## src/rtl/serial_add_ctrl.sv

```systemverilog
// Bit-serial adder: one full-adder cell reused over WIDTH cycles, LSB first, start/busy/done handshake.
// Optional subtract mode enabled by defining SERIAL_ADD_SUB_EN (adds input port sub).
module serial_add_ctrl #(
    parameter int unsigned WIDTH = 8
) (
    input  logic             clk,
    input  logic             rst,
    input  logic             start,
`ifdef SERIAL_ADD_SUB_EN
    input  logic             sub,
`endif
    input  logic [WIDTH-1:0] num_1,
    input  logic [WIDTH-1:0] num_2,
    input  logic             c_in,
    output logic             busy,
    output logic             done,
    output logic [WIDTH-1:0] sum,
    output logic             carry
);

    localparam int unsigned CntW = (WIDTH > 1) ? $clog2(WIDTH) : 1;

    typedef enum logic [1:0] {StIdle, StRun, StDone} state_e;

    state_e            state_q, state_d;
    logic [WIDTH-1:0]  a_sr_q, a_sr_d;
    logic [WIDTH-1:0]  b_sr_q, b_sr_d;
    logic [WIDTH-1:0]  s_sr_q, s_sr_d;
    logic              carry_ff_q, carry_ff_d;
    logic [CntW-1:0]   bit_cnt_q, bit_cnt_d;
    logic [WIDTH-1:0]  sum_q, sum_d;
    logic              carry_q, carry_d;

    logic              fa_s, fa_co;
    logic [WIDTH-1:0]  s_next;
    logic [WIDTH-1:0]  b_load;
    logic              cin_load;
    logic              load;

    // Single-bit full adder cell fed from the operand LSBs and the carry flop.
    assign fa_s   = a_sr_q[0] ^ b_sr_q[0] ^ carry_ff_q;
    assign fa_co  = (a_sr_q[0] & b_sr_q[0]) | (carry_ff_q & (a_sr_q[0] ^ b_sr_q[0]));
    assign s_next = {fa_s, s_sr_q[WIDTH-1:1]};

`ifdef SERIAL_ADD_SUB_EN
    // Subtraction as A + ~B + 1; carry=1 then means no borrow.
    assign b_load   = sub ? ~num_2 : num_2;
    assign cin_load = sub ? 1'b1 : c_in;
`else
    assign b_load   = num_2;
    assign cin_load = c_in;
`endif

    always_comb begin
        state_d    = state_q;
        a_sr_d     = a_sr_q;
        b_sr_d     = b_sr_q;
        s_sr_d     = s_sr_q;
        carry_ff_d = carry_ff_q;
        bit_cnt_d  = bit_cnt_q;
        sum_d      = sum_q;
        carry_d    = carry_q;
        load       = 1'b0;

        unique case (state_q)
            StIdle: begin
                if (start) begin
                    load = 1'b1;
                end
            end
            StRun: begin
                s_sr_d     = s_next;
                carry_ff_d = fa_co;
                a_sr_d     = a_sr_q >> 1;
                b_sr_d     = b_sr_q >> 1;
                bit_cnt_d  = bit_cnt_q + 1'b1;
                if (bit_cnt_q == CntW'(WIDTH - 1)) begin
                    sum_d   = s_next;
                    carry_d = fa_co;
                    state_d = StDone;
                end
            end
            StDone: begin
                if (start) begin
                    load = 1'b1;
                end else begin
                    state_d = StIdle;
                end
            end
            default: state_d = StIdle;
        endcase

        if (load) begin
            a_sr_d     = num_1;
            b_sr_d     = b_load;
            carry_ff_d = cin_load;
            bit_cnt_d  = '0;
            state_d    = StRun;
        end
    end

    always_ff @(posedge clk or posedge rst) begin
        if (rst) begin
            state_q    <= StIdle;
            a_sr_q     <= '0;
            b_sr_q     <= '0;
            s_sr_q     <= '0;
            carry_ff_q <= 1'b0;
            bit_cnt_q  <= '0;
            sum_q      <= '0;
            carry_q    <= 1'b0;
        end else begin
            state_q    <= state_d;
            a_sr_q     <= a_sr_d;
            b_sr_q     <= b_sr_d;
            s_sr_q     <= s_sr_d;
            carry_ff_q <= carry_ff_d;
            bit_cnt_q  <= bit_cnt_d;
            sum_q      <= sum_d;
            carry_q    <= carry_d;
        end
    end

    assign busy  = (state_q == StRun);
    assign done  = (state_q == StDone);
    assign sum   = sum_q;
    assign carry = carry_q;

endmodule

```

## config.mk

```make
export PLATFORM = sky130hd
export DESIGN_NAME = serial_add_ctrl
export DESIGN_NICKNAME = d
export VERILOG_FILES = /design/src/rtl/serial_add_ctrl.sv
export SDC_FILE = /design/constraint.sdc
export NUM_CORES = 1
export LEC_CHECK = 0
export BUFFER_PORTS_ARGS = -buffer_cell sky130_fd_sc_hd__buf_4
export CAP_MARGIN = 5
export CORE_MARGIN = 10
export CORE_UTILIZATION = 25
export DETAILED_ROUTE_END_ITERATION = 10
export GPL_ROUTABILITY_DRIVEN = 1
export PLACE_DENSITY_LB_ADDON = 0.08
export SYNTH_ARGS = -nofsm -noshare
export SYNTH_HDL_FRONTEND = slang
export SYNTH_SLANG_ARGS = --single-unit
export TNS_END_PERCENT = 100
```

## constraint.sdc

```tcl
create_clock -name clk -period 2.1 [get_ports clk]
set_input_delay 0.105 -clock clk [delete_from_list [all_inputs] [get_ports clk]]
set_output_delay 0.105 -clock clk [all_outputs]
set_load 0.02 [all_outputs]
```

## After elaboration in Yosys (flattened, before gate mapping)

Cells that the tools add are included.
W data, S select, Z words.

| word-level totals | value |
|---|---|
| flip-flop bits (word level) | 39 |
| bits in latches | 0 |
| bits in writable memories | 0 |
| memory bits (read-only) | 0 |
| input port bits | 20 |
| output and inout port bits | 11 |
| logic and storage cells | 39 |
| memories kept | 0 |

| cells by class | value |
|---|---|
| $add $sub $neg | 1 |
| $mul | 0 |
| divide/modulo/power cells | 0 |
| magnitude comparators | 0 |
| equality and inequality tests | 6 |
| shift operators | 0 |
| muxes and demuxes | 14 |
| bitwise gates (word level) | 5 |
| reductions and logical operators | 5 |

Operators with widths:

| operator | number |
|---|---|
| $mux W8 | 4 |
| $mux W2 | 3 |
| $mux W3 | 2 |
| $pmux W2 S3 | 1 |
| $mux W1 | 4 |
| $add A3 B1 Y3 const B | 1 |
| $eq A3 B3 Y1 const B | 1 |
| $ne A3 B1 Y1 const B | 1 |
| $ne A3 B2 Y1 const B | 1 |
| $reduce_and A3 Y1 | 1 |
| $and A1 B1 Y1 | 2 |
| $eq A2 B1 Y1 const B | 1 |
| $eq A2 B2 Y1 const B | 1 |
| $logic_not A2 Y1 | 1 |
| $ne A2 B2 Y1 const B | 1 |
| $reduce_and A2 Y1 | 1 |
| $reduce_bool A2 Y1 | 1 |
| $reduce_or A2 Y1 | 1 |
| $xor A1 B1 Y1 | 2 |
| $or A1 B1 Y1 | 1 |

## Logic depth before layout (Yosys ltp)

| logic depth | value |
|---|---|
| depth after elaboration | 5 |
| depth in mapped cells | 6 |
| gate-level depth less buffers | 4 |

## Worst setup path before layout

No wires, ideal clock.

| timing | value |
|---|---|
| path type | register to register |
| start | reg bit_cnt_q[0] |
| end | reg carry_q, in the netlist carry |
| library setup time | 0.125 ns |
| arrival | 1.225 ns |
| data required time | 1.975 ns |
| path slack | 0.749 ns |
| cell stages (with the launch flop) | 5 |
| buffers on the path | 0 |
| period minus slack after synthesis | 1.351 ns |
| cell sequence | dfrtp_1 ha_1 ha_1 nand2_8 mux2_4 |

| on the way | value |
|---|---|
| longest elaborated chain between the ends | 2 |

Ends and longest elaborated chain:

| what | RTL line | text |
|---|---|---|
| start: declaration | 30 | `logic [CntW-1:0] bit_cnt_q, bit_cnt_d;` |
| start signal: assignment | 118 | `bit_cnt_q <= bit_cnt_d;` |
| $eq A3 B3 Y1 | 77 | `if (bit_cnt_q == CntW'(WIDTH - 1)) begin` |
| $reduce_and A2 Y1 (no source line) | - |  |
| end signal: assignment | 120 | `carry_q <= carry_d;` |
| end: declaration | 32 | `logic carry_q, carry_d;` |

No other way between the ends.
A chain may end at the register's enable or synchronous reset.

## Worst setup path in the final report

| timing | value |
|---|---|
| start | reg state_q[1] |
| end | out busy |

| on the way | value |
|---|---|
| longest elaborated chain between the ends | 1 |

Ends and longest elaborated chain:

| what | RTL line | text |
|---|---|---|
| start: declaration | 25 | `state_e state_q, state_d;` |
| start signal: assignment | 104 | `state_q <= StIdle;` |
| start signal: assignment | 113 | `state_q <= state_d;` |
| $eq A2 B1 Y1 | 124 | `assign busy = (state_q == StRun);` |
| end: declaration | 15 | `output logic busy,` |

No other way between the ends.

==> results.md <==
* Outcome: completed
* Final hold vios at 0
* P_leak at 0.975 nW
* Cell area power density at 1550 mW/mm²
* Fin Clk Skew at 0.00623 ns
* Top area cells in the synthesized netlist: dfrtp_1, mux2_4, o22ai_1, nand2_1, nor3_1
* Via Count at 1143
* Area of the die at 0.0101 mm²
* Critical Path Start Type: register
* Worst path arrival time at 1.35 ns
* Post-CTS Setup Inserts at 0
* Final WL at 3720 µm
* Comb pwr share at 41.7%
* Hold EP: b_sr_q[7]
* Unrepaired setup endpoints after global routing: no
* Worst path cell trace: nand2b_1 -> inv_6 -> buf_4
* Iteration-0 DRC Markers at 26
* TritonCTS Sinks at 38
* Die W at 101 µm
* Required time of the critical path at 2.00 ns
* Hold depth at 2
* Layout cell share with drive strength beyond 1 at 29.4%
* Max-slew headroom at the worst pin at 57.0%
* Row cnt at 29
* Most common cell in the netlist: dfrtp_1
* Hpwl dp at 2490 µm
* Largest net degree at the start of global routing at 39
* Starting Density at 25.7%
* Reg power frac at 41.7%
* Netlist cell types at 23
* PortBufs at 30
* Mapped Cells at 144
* R2r setup slk at 0.65 ns
* Total GRT Usage at 7.81%
* Nets at 199
* Ys flop type: dfrtp_1
* Internal at 1.95 mW
* Mapped Nets at 167
* Leading area contributor after synthesis: dfrtp_1
* Maximum root-to-sink buffer count at 2
* Clk pwr share at 16.6%
* CTS tree: yes
* #FFs+latches synth at 38
* Critical path's slowest cell: dfrtp_1
* Clk Tree Root Cell: clkbuf_8
* Num CTS Buffers at 5
* Worst hold path type: in2reg
* Post-synth top area share at 58.4%
* Min cycle time layout at 1.45 ns
* Top cells by count, synth: dfrtp_1, nand2_1, nor2_1, nor3_1, o22ai_1
* Area growth, synth to finish at 24.3%
* Total gr overflow at 0
* Setup_tns at 0 ns
* Core Region at 0.00635 mm²
* Switching portion of total power at 37.7%
* Post-layout util at 31.9%
* Syn_area_per_cell at 11.3 µm²
* Final Max Tran Viols at 0
* Sw Pwr at 1.18 mW
* Total iterations of the first detailed-routing run at 2
* Initial antenna violation count at 0
* Antenna Nets Post-Route at 0
* Seq/Total Area, Yosys at 58.4%
* Critical path class: reg2out
* Synth warn at 0
* Fin crit share at 69.1%
* Synth Cell Area at 0.00163 mm²
* Clock-pin slew on the worst setup and hold paths at 0.07 ns
* R2R Path End: sum[2]
* Fraction of registers with async set/reset at 100%
* First-pass GRT wire length at 6180 µm
* Crit path max fanout at 25
* Drt wl/cell at 14.6 µm
* Number of global-route vias before repair at 1279
* Crit-path max cell delay at 0.41 ns
* Slew @ Worst Pin at 0.644 ns
* Number of synthesized flops with an enable pin at 0
* Die height at 101 µm
* Final Setup Violations at 0
* Clock latency on the worst-skew pair at 0.29 ns
* Fillers at 661
* # DRC at 0
* Crit end category: output port
* Diode count at 0
* H-tree levels at 2
* F_max at 689 MHz
* Peak supply drop at 0.542 mV
* FF-to-FF Start: bit_cnt_q[0]
* Routed vias/inst at 4.50
* Max Cap Viol at 0
* R2r worst-path depth at 4
* Placer Congestion at 0.712
* Hold Path Origin: num_2[7]
* Io pins at 31
==> stage by stage <==
step | cells | setup WS, ns | total power, mW | area [µm²] | hold WS [ns]
final | 254 | 0.649 | 3.13 | 2020 | 0.0405
after detailed placement | 245 | 0.666 | 2.66 | 1920 | 0.279
after global routing | 254 | 0.550 | 3.43 | 2020 | 0.0176
after floorplan | 144 | 0.749 | 2.27 | 1630 | 0.245
after global placement | 245 | 0.650 | 2.65 | 1920 | 0.270
after CTS | 254 | 0.626 | 3.20 | 2020 | 0.0305
==> cells in the final DEF, fill, tap and decap left out <==
master,n
dfrtp_1,38
buf_4,33
nand2_1,21
nor2_1,16
o22ai_1,14
nor3_1,14
mux2_4,9
clkbuf_8,6
a22o_1,4
nor2b_1,3
nand2b_1,2
inv_1,2
o21ai_0,2
ha_1,2
inv_6,1
nand2_8,1
nand3_1,1
mux2_2,1
mux2i_1,1
a211oi_1,1
a21oi_1,1
fa_1,1
clkbuf_1,1
clkinv_2,1
dlygate4sd3_1,1
==> worst max path at each step <==
| stage | endpoint | start |
|---|---|---|
| finish | busy | state_q[1] |
| global route | busy | state_q[0] |
| CTS | busy | state_q[1] |
| detailed placement | sum[2] | bit_cnt_q[0] |
| global placement | carry | bit_cnt_q[0] |
| floorplan | carry | bit_cnt_q[0] |
==> cell type report <==
type / count / area, µm² / share of cell area, %
multi-input combinational: 94 / 612 / 30.2
timing repair buffer: 34 / 258 / 12.7
clock buffer: 7 / 86.3 / 4.26
tap: 77 / 96.3 / 4.76
sequential: 38 / 951 / 47.0
clock inverter: 1 / 5.00 / 0.247
inverter: 3 / 16.3 / 0.803
==> critical path: cells and delay by family, from the launching register on <==
kind	cells	cell delay (ns)
buffers and inverters	2	0.41
flip-flops	1	0.41
AND/OR/NAND/NOR	1	0.22
==> layer usage <==
metal | track usage (%) | part of all wire [%] | routed length, µm
met5 | 0 | 0 | 0
met4 | 2.61 | 0.62 | 23
met3 | 4.05 | 6.3 | 236
met2 | 12.6 | 48 | 1780
met1 | 8.62 | 45 | 1680
==> what timing repair did <==
item | 4_1_cts | 5_1_grt
gates resized for setup | 0 | 0
hold buffers | 1 | 0
setup endpoints to repair | 0 | 0
hold endpoints to repair | 38 | 0
==> kinds of logic after synthesis <==
family | share of synthesized area [%]
compound gates | 8.91
fa+ha+maj | 2.76
buf+inv | 4.07
flops | 58.4
mux | 9.60
simple gates | 16.3
==> sequential cells by signal (all words and copies together), names as in the netlist <==
signal,cells
a_sr_q,8
b_sr_q,8
bit_cnt_q,3
carry,1
carry_ff_q,1
s_sr_q,7
state_q,2
sum,8
==> power groups by stage <==
| stage | registers [mW] | logic [mW] | clock network [mW] |
|---|---|---|---|
| after global placement | 1.32 | 1.33 | 0 |
| after global routing | 1.36 | 1.48 | 0.591 |
| final | 1.31 | 1.31 | 0.521 |
| after CTS | 1.31 | 1.34 | 0.544 |
| after detailed placement | 1.33 | 1.34 | 0 |
| after floorplan | 1.36 | 0.914 | 0 |
Note: power is estimated with default switching activity, not from simulation.
